==> src/rtl/shell_thermal_pkg.sv <==
// rtl/shell_thermal_pkg.sv - shared types and constants for the shell thermal supervisor
package shell_thermal_pkg;

  typedef enum logic [1:0] {
    IDLE = 2'd0,
    REQ  = 2'd1,
    WAIT = 2'd2,
    EVAL = 2'd3
  } state_t;

  // SYSMON DRP register map (only the die temperature is polled)
  localparam logic [7:0] SYSMON_TEMP_ADDR = 8'h00;

  // Linear fit of the SYSMON transfer function around the 80-110 C region,
  // good enough to derive threshold defaults from degrees C.
  function automatic logic [9:0] degc_to_code(input int degc);
    return 10'((degc * 21) / 10 + 556);
  endfunction

  localparam logic [9:0] DEF_FPGA_TRIP_CODE = degc_to_code(100);
  localparam logic [9:0] DEF_FPGA_WARN_CODE = degc_to_code(90);
  localparam logic [9:0] DEF_WARN_HYST      = 10'd10;
  localparam logic [6:0] DEF_HBM_TRIP_TEMP  = 7'd105;

endpackage

==> src/rtl/shell_thermal_supervisor_drp.sv <==
// rtl/shell_thermal_supervisor_drp.sv - DRP read engine: den pulse, drdy wait window, timeout
module drp_read_engine
  import shell_thermal_pkg::*;
#(
  parameter int         DRP_TIMEOUT = 255,
  parameter logic [7:0] ADDR        = SYSMON_TEMP_ADDR
) (
  input  logic       clk,
  input  logic       rst,
  input  logic       start,
  output logic       den,
  output logic       dwe,
  output logic [7:0] daddr,
  input  logic       drdy,
  input  logic [9:0] data,
  output logic       rd_valid,
  output logic       rd_timeout,
  output logic [9:0] rd_code
);

  localparam int TW = (DRP_TIMEOUT < 2) ? 1 : $clog2(DRP_TIMEOUT + 1);

  logic          waiting;
  logic [TW-1:0] timer;

  assign dwe   = 1'b0;
  assign daddr = ADDR;

  // drdy wins over an expiring timer in the same cycle; drdy outside the window is dropped
  assign rd_valid   = waiting & drdy;
  assign rd_timeout = waiting & ~drdy & (timer == TW'(DRP_TIMEOUT - 1));
  assign rd_code    = data;

  // One-cycle den, then a bounded window waiting for drdy
  always_ff @(posedge clk) begin
    if (rst) begin
      den     <= 1'b0;
      waiting <= 1'b0;
      timer   <= '0;
    end else begin
      den <= start & ~den & ~waiting;
      if (den) begin
        waiting <= 1'b1;
        timer   <= '0;
      end else if (rd_valid || rd_timeout) begin
        waiting <= 1'b0;
      end else if (waiting) begin
        timer <= timer + 1'b1;
      end
    end
  end

endmodule

==> src/rtl/shell_thermal_supervisor.sv <==
// rtl/shell_thermal_supervisor.sv - die/HBM temperature polling, trip, warn and sensor-fault flags
module shell_thermal_supervisor
  import shell_thermal_pkg::*;
#(
  parameter int         POLL_CYCLES    = 100000,
  parameter int         DRP_TIMEOUT    = 255,
  parameter int         FAULT_LIMIT    = 3,
  parameter logic [7:0] TEMP_ADDR      = SYSMON_TEMP_ADDR,
  parameter logic [9:0] FPGA_TRIP_CODE = DEF_FPGA_TRIP_CODE,
  parameter logic [9:0] FPGA_WARN_CODE = DEF_FPGA_WARN_CODE,
  parameter logic [9:0] WARN_HYST      = DEF_WARN_HYST,
  parameter logic [6:0] HBM_TRIP_TEMP  = DEF_HBM_TRIP_TEMP
) (
  input  logic        shell_clk,
  input  logic        shell_rst,
  output logic        drp_den,
  output logic        drp_dwe,
  output logic [7:0]  drp_daddr,
  input  logic        drp_drdy,
  input  logic [15:0] drp_do,
  input  logic [1:0]  hbm_stat_cattrip,
  input  logic [13:0] hbm_stat_temp,
  output logic        hbm_cattrip,
  output logic        temp_warn,
  output logic        sensor_fault,
  output logic [9:0]  fpga_temp_code,
  output logic [6:0]  hbm_temp_max,
  output logic        sample_valid
);

  localparam int         PW            = $clog2(POLL_CYCLES);
  localparam logic [9:0] WARN_CLR_CODE = FPGA_WARN_CODE - WARN_HYST;

  if (WARN_HYST > FPGA_WARN_CODE) begin : g_hyst_check
    $error("WARN_HYST must not exceed FPGA_WARN_CODE");
  end
  if (POLL_CYCLES < 8) begin : g_poll_check
    $error("POLL_CYCLES must be at least 8");
  end

  state_t        state;
  logic [PW-1:0] poll_cnt;
  logic [7:0]    tcount;

  logic          start;
  logic          rd_valid;
  logic          rd_timeout;
  logic [9:0]    rd_code;

  logic [1:0]    cat_q;
  logic          hot_q;
  logic          hbm_trip;
  logic          fpga_trip;
  logic          trip_now;
  logic          warn_eval;
  logic          unused_drp_bits;

  assign unused_drp_bits = ^drp_do[5:0];

  // Request issued on the last IDLE cycle so den lands in the REQ cycle
  assign start = (state == IDLE) && (poll_cnt == '0);

  drp_read_engine #(
    .DRP_TIMEOUT (DRP_TIMEOUT),
    .ADDR        (TEMP_ADDR)
  ) u_drp (
    .clk        (shell_clk),
    .rst        (shell_rst),
    .start      (start),
    .den        (drp_den),
    .dwe        (drp_dwe),
    .daddr      (drp_daddr),
    .drdy       (drp_drdy),
    .data       (drp_do[15:6]),
    .rd_valid   (rd_valid),
    .rd_timeout (rd_timeout),
    .rd_code    (rd_code)
  );

  // Trip and warn decisions for the current cycle
  always_comb begin
    hbm_trip  = (|(hbm_stat_cattrip & cat_q)) | (hot_q & (hbm_temp_max >= HBM_TRIP_TEMP));
    fpga_trip = rd_valid & (rd_code >= FPGA_TRIP_CODE);
    trip_now  = hbm_trip | fpga_trip;
    warn_eval = temp_warn;
    if (rd_code >= FPGA_WARN_CODE) begin
      warn_eval = 1'b1;
    end else if (rd_code < WARN_CLR_CODE) begin
      warn_eval = 1'b0;
    end
  end

  // HBM cattrip glitch filter and two-cycle over-temperature qualification
  always_ff @(posedge shell_clk) begin
    if (shell_rst) begin
      cat_q        <= '0;
      hot_q        <= 1'b0;
      hbm_temp_max <= '0;
    end else begin
      cat_q        <= hbm_stat_cattrip;
      hbm_temp_max <= (hbm_stat_temp[13:7] > hbm_stat_temp[6:0]) ? hbm_stat_temp[13:7]
                                                                  : hbm_stat_temp[6:0];
      hot_q        <= hbm_temp_max >= HBM_TRIP_TEMP;
    end
  end

  // Poll sequencer with registered status outputs
  always_ff @(posedge shell_clk) begin
    if (shell_rst) begin
      state          <= IDLE;
      poll_cnt       <= PW'(POLL_CYCLES - 1);
      tcount         <= '0;
      sensor_fault   <= 1'b0;
      fpga_temp_code <= '0;
      sample_valid   <= 1'b0;
      hbm_cattrip    <= 1'b0;
      temp_warn      <= 1'b0;
    end else begin
      sample_valid <= 1'b0;
      hbm_cattrip  <= hbm_cattrip | trip_now;
      temp_warn    <= hbm_cattrip | trip_now | (rd_valid ? warn_eval : temp_warn);
      case (state)
        IDLE: begin
          if (poll_cnt == '0) begin
            state <= REQ;
          end else begin
            poll_cnt <= poll_cnt - 1'b1;
          end
        end
        REQ: begin
          state <= WAIT;
        end
        WAIT: begin
          if (rd_valid) begin
            fpga_temp_code <= rd_code;
            sample_valid   <= 1'b1;
            tcount         <= '0;
            state          <= EVAL;
          end else if (rd_timeout) begin
            if (tcount < 8'(FAULT_LIMIT)) begin
              tcount <= tcount + 8'd1;
            end
            if (tcount + 8'd1 >= 8'(FAULT_LIMIT)) begin
              sensor_fault <= 1'b1;
            end
            poll_cnt <= PW'(POLL_CYCLES - 1);
            state    <= IDLE;
          end
        end
        EVAL: begin
          poll_cnt <= PW'(POLL_CYCLES - 1);
          state    <= IDLE;
        end
        default: begin
          state <= IDLE;
        end
      endcase
    end
  end

endmodule

==> config.mk <==
export PLATFORM = sky130hd
export DESIGN_NAME = shell_thermal_supervisor
export DESIGN_NICKNAME = d
export VERILOG_FILES = /design/src/rtl/shell_thermal_pkg.sv /design/src/rtl/shell_thermal_supervisor_drp.sv /design/src/rtl/shell_thermal_supervisor.sv
export SDC_FILE = /design/constraint.sdc
export NUM_CORES = 1
export LEC_CHECK = 0
export ABC_CLOCK_PERIOD_IN_PS = 2860
export CELL_PAD_IN_SITES_DETAIL_PLACEMENT = 1
export CELL_PAD_IN_SITES_GLOBAL_PLACEMENT = 2
export CORE_MARGIN = 1
export CORE_UTILIZATION = 26
export DETAILED_ROUTE_END_ITERATION = 16
export GPL_TIMING_DRIVEN = 0
export PLACE_DENSITY = 0.68
export SYNTH_ARGS = -nofsm -noshare
export SYNTH_HDL_FRONTEND = slang
export SYNTH_SLANG_ARGS = --single-unit
==> constraint.sdc <==
create_clock -name shell_clk -period 2.86 [get_ports shell_clk]
set_input_delay 0.858 -clock shell_clk [delete_from_list [all_inputs] [get_ports shell_clk]]
set_output_delay 0.858 -clock shell_clk [all_outputs]
set_load 0.01 [all_outputs]
==> results of run 1 <==
## through the flow
stage	total power, mW	setup WS (ps)	area, sq um	TNS (ps)
2_1_floorplan	1.01	589	3080	0
3_3_place_gp	1.12	-446	3750	-6330
3_5_place_dp	1.12	-461	3750	-6520
4_1_cts	2.32	7.75	4090	0
5_1_grt	2.38	49.6	4110	0
6_report	2.28	193	4110	0
## power groups by stage
stage | sequential [mW] | combinational (mW) | clock [mW]
floorplan | 0.914 | 0.0990 | 0
global placement | 0.912 | 0.205 | 0
detailed placement | 0.913 | 0.207 | 0
CTS | 0.894 | 0.208 | 1.22
global route | 0.897 | 0.229 | 1.26
finish | 0.893 | 0.206 | 1.18
## cell usage in the layout, fill, tap and decap left out, drive strengths merged, types with 10 or more instances in the layout
master and n:
dfxtp 61, clkdlybuf4s50 49, nand2 46, a21oi 30, nor2 25, clkbuf 18
o21ai 16, nand3 16, inv 15, ha 14, nor3 12, buf 11
nand4 10
## what timing repair did
action / in CTS / in global routing
buffers inserted: 0 / 0
setup endpoints to repair: 2 / 17
resized for setup: 2 / 5
## worst min-delay path: stages, from the launching register on
cell     delay [ps]
dfxtp_1         300
nand2_1          60
nand2_1          60
## per-layer routing
metal	vias to the layer above	share of wire [%]	track usage, %
li1	1425	-	-
met1	1332	48	18.7
met2	38	48	25.2
met3	6	3.0	3.94
met4	0	0.93	4.51
met5	-	0	0
## final timing paths
kind	from	endpoint	slack, ps	cells after the start
setup / recovery	drp_drdy	u_drp.timer[4]	190	6
setup reg to reg	poll_cnt[2]	poll_cnt[14]	260	5
hold reg to reg	hot_q	hbm_cattrip	450	2
hold / removal	hot_q	hbm_cattrip	450	2
## flip-flops by register name, indices dropped and copies added (netlist names), 2 cells and up
| signal | cells |
|---|---|
| state | 2 |
| hbm_temp_max | 7 |
| u_drp.timer | 8 |
| fpga_temp_code | 10 |
| poll_cnt | 17 |
| cat_q | 2 |
| tcount | 8 |
## Yosys cell counts (4+ instances only)
library cell	instances
and2_1	7
nand4_1	10
xor2_1	7
and4_1	4
a31oi_1	4
and3_1	4
mux2i_1	8
or3_1	6
nand3_1	16
inv_1	15
buf_4	9
nor2_1	25
clkbuf_1	8
ha_1	14
a21oi_1	30
nand2_1	46
nor3_1	12
nand3b_1	6
dfxtp_1	61
o21ai_0	16
nor2b_1	6
o211ai_1	4
## cells by family after synthesis
logic type | count (synthesis)
xor gates and xnor gates | 8
and+or+nand+nor | 160
AOI/OAI and AO/OA | 76
buffers and inverters | 35
other | 1
DFF | 61
adders and majority gates | 14
muxes | 8
## final cells by class
cell class	count	area [sq um]	area share, %
Multi-Input combinational cell	275	1720	41.8
Timing Repair Buffer	49	490	11.9
Sequential cell	61	1220	29.7
Buffer	20	123	2.98
Clock inverter	6	86.3	2.10
Clock buffer	10	239	5.81
Inverter	15	56.3	1.37
Tap cell	143	179	4.35
==> flow_metrics.py, run 1 <==
metrics = {
    "power_and_ir_drop": {
        "p_clk_share_pct": 51.8,
        "netSwitchingPower_mw": 0.514,
        "peakVddDrop_mv": 0.310,
        "pwr-share-seq_pct": 39.2,
        "p_leak_nw": 1.56,
        "internal_power_mw": 1.77,
        "switching_share_pct": 22.5,
        "combPwrFrac_pct": 9.0,
        "p_per_area_nw_per_um2": 554,
    },
    "cts": {
        "numCtsBuffers": 9,
        "clock_latency_ps": 330,
        "clk_pin_slew_ps": 60,
        "ctsHtreeMaxLevel": 3,
        "tritoncts": "built",
        "cts_hold_buf": 0,
        "clock_path_buffers": 2,
        "cts_num_sinks": 61,
        "cts-root-buf": "clkbuf_16",
    },
    "synth": {
        "ys_ff_latch": 61,
        "ys_types": 55,
        "syn_avg_cell_area_sq_um": 8.41,
        "synth_area_leaders": "dfxtp_1 (40%), ha_1 (5.7%), nand2_1 (5.7%), a21oi_1 (4.9%), nor2_1 (3.1%)",
        "yosysWarnings": 0,
        "yosysTopAreaCell": "dfxtp_1",
        "synth.area.mux_share_pct": 2.62,
        "syn_area_sq_um": 3050,
        "synthAdderAreaFrac_pct": 5.74,
        "synth_xor_area_share_pct": 2.29,
        "synth_enable_flop_cells": 0,
        "synthCells": 363,
        "synth_top_family_by_area": "simple AND/OR/NAND/NOR gates",
        "synth_seq_area_share_pct": 40.0,
        "synth-main-ff-cell": "dfxtp_1",
        "synthSimpleGateAreaFrac_pct": 27.9,
        "ys_async_sr_fraction_pct": 0,
        "synth_top_area_share_pct": 40.0,
        "synth_compound_area_share_pct": 15.5,
    },
    "worst_hold_path": {
        "hold_class": "reg2reg",
    },
    "worst_setup_path": {
        "setup.worst_path.start_class": "primary input",
        "crit_buf_inv": 1,
        "cp.required_ps": 3060,
        "cpMaxStageDelayCell": "a311oi_2",
        "crit_family": "compound AO/OA/AOI/OAI gates",
        "max_stage_delay_ps": 680,
        "worstPathArrival_ps": 2870,
        "path_cells": "clkdlybuf4s50_1, and4b_2, a311oi_2, nand4_1, xor2_1, nor2_1",
        "crit_type": "in2reg",
        "end_kind": "flop",
        "cp_max_fo": 10,
    },
    "drt": {
        "wl_per_cell_um": 14.5,
        "final_antenna_net_count": 0,
        "drc": 0,
        "first_pass_iters": 4,
        "drt-initial-drc-count": 105,
        "vias_per_cell": 4.84,
        "wirelength_mm": 8.38,
        "vias": 2801,
    },
    "layout": {
        "area_delta_synth_final_pct": 34.7,
        "antenna_cells": 0,
        "n_fill_cell": 1349,
        "drive_above_1_share_pct": 10.3,
        "post_layout_nonfiller_instances": 579,
        "postLayoutCoreUtil_pct": 36.0,
        "final_nets": 480,
    },
    "timing": {
        "timing.final.crit_share_pct": 93.2,
        "timing.hold.ws_ps": 453,
        "max_freq_mhz": 375,
        "hold_viol_final": 0,
        "max-slew-margin-rel_pct": 44.5,
        "final.min_clock_period_ps": 2670,
        "rsz0062_at_grt": "false",
        "slew_violations": 0,
        "finClkSkew_ps": 3.97,
        "worst_pin_slew_ps": 826,
        "setup_violations": 0,
    },
    "die": {
        "fp.dieH_um": 110,
        "chipWidth_um": 110,
        "ioPinCount": 66,
        "core_area_sq_um": 11400,
        "rows": 39,
        "start_util_pct": 26.7,
        "dieArea_sq_um": 12200,
    },
    "global_routing": {
        "antenna_found_initial": 0,
        "overflow": 0,
        "grt_pass1_vias": 2843,
        "grt_use_total_pct": 15.0,
        "grt_max_degree": 12,
        "grt_pass1_wl_mm": 14.0,
    },
    "placed_design": {
        "gp_congestion": 0.739,
        "post-dp-hpwl_mm": 6.24,
        "io_buffers": 49,
        "numPlacedInstances": 563,
    },
    "job": {
        "cap_violations": 0,
    },
    "run_status": {
        "status": "finished clean",
    },
}
Power figures use the tool's default switching activity.
==> run 2: changes to the inputs <==
ABC_CLOCK_PERIOD_IN_PS = 3100   (was 2860)
PLACE_DENSITY = default   (was 0.68)
PLACE_DENSITY_LB_ADDON = 0.1   (was default)
SKIP_LAST_GASP = 1   (was default)
clock period = 3.1 ns   (was 2.86 ns; I/O delays follow)
==> run 2 against run 1 <==
Wire length is 0.32% lower. Total power is 11% lower. Setup slack worse by 33 ps. Critical path type unchanged. Hold slack worse by 8.6 ps. Final cell count stayed put. Flip-flop and latch count stayed put. Critical path depth is 1 higher. Sequential power is 7.6% lower.
==> flow_metrics.py, run 2 (synthesized netlist as in run 1, its figures left out) <==
metrics = {
    "run_status": {
        "status": "finished clean",
    },
    "layout": {
        "final_nets": 480,
        "layout_common_cells": "dfxtp_1 (61), clkdlybuf4s50_1 (49), nand2_1 (46)",
        "post_layout_nonfiller_instances": 579,
        "top_regs": "poll_cnt (17), fpga_temp_code (10)",
        "area_delta_synth_final_pct": 33.1,
        "fin_area_sq_um": 4060,
        "drive_above_1_share_pct": 8.72,
        "largest_register_ffs": 17,
        "antenna_cells": 0,
        "regMostFlops": "poll_cnt",
        "mostFrequentLayoutCell": "dfxtp_1",
        "postLayoutCoreUtil_pct": 35.6,
    },
    "timing": {
        "setup_slack_ps": 160,
        "rsz0062_at_grt": "false",
        "hold_viol_final": 0,
        "max_freq_mhz": 340,
        "setup_violations": 0,
        "timing.final.crit_share_pct": 94.8,
        "slew_violations": 0,
        "finClkSkew_ps": 4.95,
        "final.min_clock_period_ps": 2940,
        "worst_pin_slew_ps": 902,
        "max-slew-margin-rel_pct": 39.9,
        "setup_tns_ps": 0,
    },
    "worst_setup_path": {
        "cp_max_fo": 10,
        "crit_type": "in2reg",
        "cp.required_ps": 3360,
        "worstPathArrival_ps": 3200,
        "end_kind": "flop",
        "setup.worst_path.start_class": "primary input",
    },
    "drt": {
        "vias": 2816,
        "final_antenna_net_count": 0,
        "drt-initial-drc-count": 97,
        "first_pass_iters": 4,
        "wl_per_cell_um": 14.4,
        "drc": 0,
        "vias_per_cell": 4.86,
        "wirelength_mm": 8.35,
    },
    "die": {
        "chipWidth_um": 110,
        "fp.dieH_um": 110,
        "rows": 39,
        "dieArea_sq_um": 12200,
        "core_area_sq_um": 11400,
        "ioPinCount": 66,
        "start_util_pct": 26.7,
    },
    "power_and_ir_drop": {
        "switching_share_pct": 22.5,
        "p_leak_nw": 1.55,
        "pwr-share-seq_pct": 40.6,
        "internal_power_mw": 1.57,
        "combPwrFrac_pct": 9.3,
        "p_clk_share_pct": 50.1,
        "p_per_area_nw_per_um2": 500,
        "peakVddDrop_mv": 0.349,
        "netSwitchingPower_mw": 0.457,
    },
    "cts": {
        "clock_latency_ps": 330,
        "cts_hold_buf": 0,
        "clock_path_buffers": 2,
        "numCtsBuffers": 9,
        "ctsHtreeMaxLevel": 3,
        "tritoncts": "built",
        "cts_num_sinks": 61,
        "clk_pin_slew_ps": 50,
        "cts-root-buf": "clkbuf_16",
    },
    "placed_design": {
        "numPlacedInstances": 563,
        "placed_cell_area_sq_um": 3750,
        "post-dp-hpwl_mm": 6.25,
        "gp_congestion": 0.783,
        "dpl_worst_slack_ps": -242,
        "io_buffers": 49,
    },
    "global_routing": {
        "grt_use_total_pct": 15.2,
        "grt_max_degree": 11,
        "grt_pass1_vias": 2847,
        "antenna_found_initial": 0,
        "grt_pass1_wl_mm": 14.0,
        "overflow": 0,
    },
    "job": {
        "cap_violations": 0,
    },
    "worst_hold_path": {
        "hold_class": "reg2reg",
    },
}
-- run 2: cell type report --
| class | instances | area [sq um] |
|---|---|---|
| fill | 1380 | 7350 |
| multi-input combinational | 275 | 1690 |
| sequential | 61 | 1220 |
| timing repair buffer | 49 | 490 |
| clock buffer | 13 | 260 |
| tap | 143 | 179 |
| buffer | 20 | 121 |
| inverter | 15 | 56.3 |
| clock inverter | 3 | 43.8 |
-- run 2: worst paths after layout --
check	from	end	slack, ps	cells past startpoint
max	drp_drdy	poll_cnt[6]	160	7
max reg2reg	poll_cnt[2]	poll_cnt[4]	500	5
min	hot_q	hbm_cattrip	440	2
min reg2reg	hot_q	hbm_cattrip	440	2
-- run 2: what timing repair did --
item	in CTS	in global routing
buffers inserted	0	0
gates resized for setup	0	1
setup endpoints to repair	0	1
-- run 2: per-stage QoR --
step	total power [mW]	hold WS (ps)
after floorplan	0.935	411
after global placement	1.03	434
after detailed placement	1.03	436
after CTS	2.07	451
after global routing	2.13	461
final	2.03	445
-- run 2: power by group through the flow --
| stage | logic [mW] | registers, mW | clock network, mW |
|---|---|---|---|
| final | 0.189 | 0.825 | 1.02 |
| after global routing | 0.211 | 0.827 | 1.09 |
| after CTS | 0.193 | 0.825 | 1.05 |
| after detailed placement | 0.192 | 0.841 | 0 |
| after global placement | 0.190 | 0.841 | 0 |
| after floorplan | 0.0913 | 0.843 | 0 |
-- run 2: layer usage --
layer  up-vias  share of wire (%)  global-route usage (%)
li1       1415                  -                       -
met1      1346                 46                    17.9
met2        42                 50                    26.1
met3        13                3.4                    4.06
met4         0                1.3                    6.11
met5         -                  0                       0
-- run 2: worst max-delay path, stage by stage --
cell             delay (ps)
clkdlybuf4s50_1         530
and4b_1                 380
nand3_1                 200
a21o_1                  290
clkbuf_1                280
nor4_2                  370
mux2i_1                 220
==> run 3: changes to the inputs <==
ABC_CLOCK_PERIOD_IN_PS = default   (was 3100)
GPL_TIMING_DRIVEN = default   (was 0)
HOLD_SLACK_MARGIN = 0.03   (was default)
==> run 3 against run 2 <==
Hold slack improved by 9.6 ps. Die area unchanged. Highest routed layer unchanged. First-iteration DRC count increased by 12%. Clock power increased by 18%. Clock skew increased by 0.75 ps. Design area increased by 1.4%.
==> flow_metrics.py, run 3 (synthesized netlist as in run 1, its figures left out) <==
metrics = {
    "run_status": {
        "status": "finished clean",
    },
    "drt": {
        "drt-initial-drc-count": 109,
        "wirelength_mm": 8.23,
        "drc": 0,
        "first_pass_iters": 4,
        "wl_per_cell_um": 14.3,
        "final_antenna_net_count": 0,
        "vias_per_cell": 4.80,
        "vias": 2766,
    },
    "layout": {
        "regMostFlops": "poll_cnt",
        "mostFrequentLayoutCell": "dfxtp_1",
        "antenna_cells": 0,
        "layout_common_cells": "dfxtp_1 (61), clkdlybuf4s50_1 (50), nand2_1 (46)",
        "area_delta_synth_final_pct": 34.9,
        "largest_register_ffs": 17,
        "postLayoutCoreUtil_pct": 36.1,
        "final_nets": 477,
        "post_layout_nonfiller_instances": 576,
        "drive_above_1_share_pct": 10.4,
        "fin_area_sq_um": 4120,
        "top_regs": "poll_cnt (17), fpga_temp_code (10)",
    },
    "timing": {
        "final.min_clock_period_ps": 2760,
        "rsz0062_at_grt": "false",
        "max_freq_mhz": 363,
        "max-slew-margin-rel_pct": 44.1,
        "setup_slack_ps": 342,
        "slew_violations": 0,
        "setup_tns_ps": 0,
        "hold_viol_final": 0,
        "timing.hold.ws_ps": 454,
        "worst_pin_slew_ps": 839,
        "setup_violations": 0,
        "finClkSkew_ps": 5.69,
        "timing.final.crit_share_pct": 89.0,
    },
    "worst_hold_path": {
        "hold_class": "reg2reg",
    },
    "power_and_ir_drop": {
        "internal_power_mw": 1.73,
        "p_clk_share_pct": 54.3,
        "netSwitchingPower_mw": 0.473,
        "power_mw": 2.21,
        "p_per_area_nw_per_um2": 535,
        "combPwrFrac_pct": 8.3,
        "p_leak_nw": 1.58,
        "peakVddDrop_mv": 0.309,
        "switching_share_pct": 21.4,
        "pwr-share-seq_pct": 37.4,
    },
    "placed_design": {
        "io_buffers": 50,
        "placed_cell_area_sq_um": 3760,
        "dpl_worst_slack_ps": -39.9,
        "post-dp-hpwl_mm": 6.15,
        "numPlacedInstances": 560,
        "gp_congestion": 0.748,
    },
    "worst_setup_path": {
        "max_stage_delay_ps": 660,
        "end_kind": "flop",
        "cpMaxStageDelayCell": "a21oi_1",
        "setup.worst_path.start_class": "primary input",
        "cp.required_ps": 3360,
        "cp_max_fo": 6,
        "worstPathArrival_ps": 3020,
        "path_cells": "clkdlybuf4s50_1, inv_1, ha_1, nand4_1, o21bai_1, a21oi_1, mux2i_1",
        "crit_type": "in2reg",
    },
    "cts": {
        "cts_hold_buf": 0,
        "clock_path_buffers": 2,
        "cts-root-buf": "clkbuf_16",
        "clock_latency_ps": 330,
        "clk_pin_slew_ps": 50,
        "cts_setup_buffers": 0,
        "ctsHtreeMaxLevel": 3,
        "numCtsBuffers": 9,
        "cts_num_sinks": 61,
        "tritoncts": "built",
        "cts_resized": 0,
    },
    "die": {
        "start_util_pct": 26.7,
        "chipWidth_um": 110,
        "core_area_sq_um": 11400,
        "ioPinCount": 66,
        "rows": 39,
        "fp.dieH_um": 110,
        "dieArea_sq_um": 12200,
    },
    "global_routing": {
        "overflow": 0,
        "grt_pass1_vias": 2738,
        "grt_pass1_wl_mm": 13.5,
        "antenna_found_initial": 0,
        "grt_use_total_pct": 14.8,
        "grt_max_degree": 25,
    },
    "job": {
        "cap_violations": 0,
    },
}
[run 3: critical path, delay by kind of cell]
kind	cells	cell delay (ps)
adders and majority gates	1	290
buffers and inverters	2	560
and+or+nand+nor	1	110
muxes	1	260
AOI/OAI and AO/OA	2	860
[run 3: layout make-up]
class | instances | area [sq um]
Fill cell | 1365 | 7300
Multi-Input combinational cell | 275 | 1690
Sequential cell | 61 | 1220
Timing Repair Buffer | 66 | 621
Clock buffer | 11 | 253
Tap cell | 143 | 179
Clock inverter | 5 | 106
Inverter | 15 | 56.3
[run 3: final timing paths]
path,to,depth (start not counted),start,slack (ps)
setup / recovery,hbm_temp_max[3],7,hbm_stat_temp[4],340
hold / removal,fpga_temp_code[4],2,fpga_temp_code[4],450
setup reg to reg,poll_cnt[4],5,poll_cnt[5],850
hold reg to reg,fpga_temp_code[4],2,fpga_temp_code[4],450
[run 3: routing by layer]
metal / global-route usage, % / wire length (um)
met4: 4.79 / 91
met2: 25.7 / 4020
met3: 4.76 / 294
met1: 17.0 / 3820
met5: 0 / 0
[run 3: power groups by stage]
stage	Sequential, mW	Clock [mW]	Combinational, mW
3_3_place_gp	0.841	0	0.185
2_1_floorplan	0.843	0	0.0913
3_5_place_dp	0.842	0	0.187
5_1_grt	0.828	1.27	0.204
4_1_cts	0.825	1.24	0.188
6_report	0.825	1.20	0.183
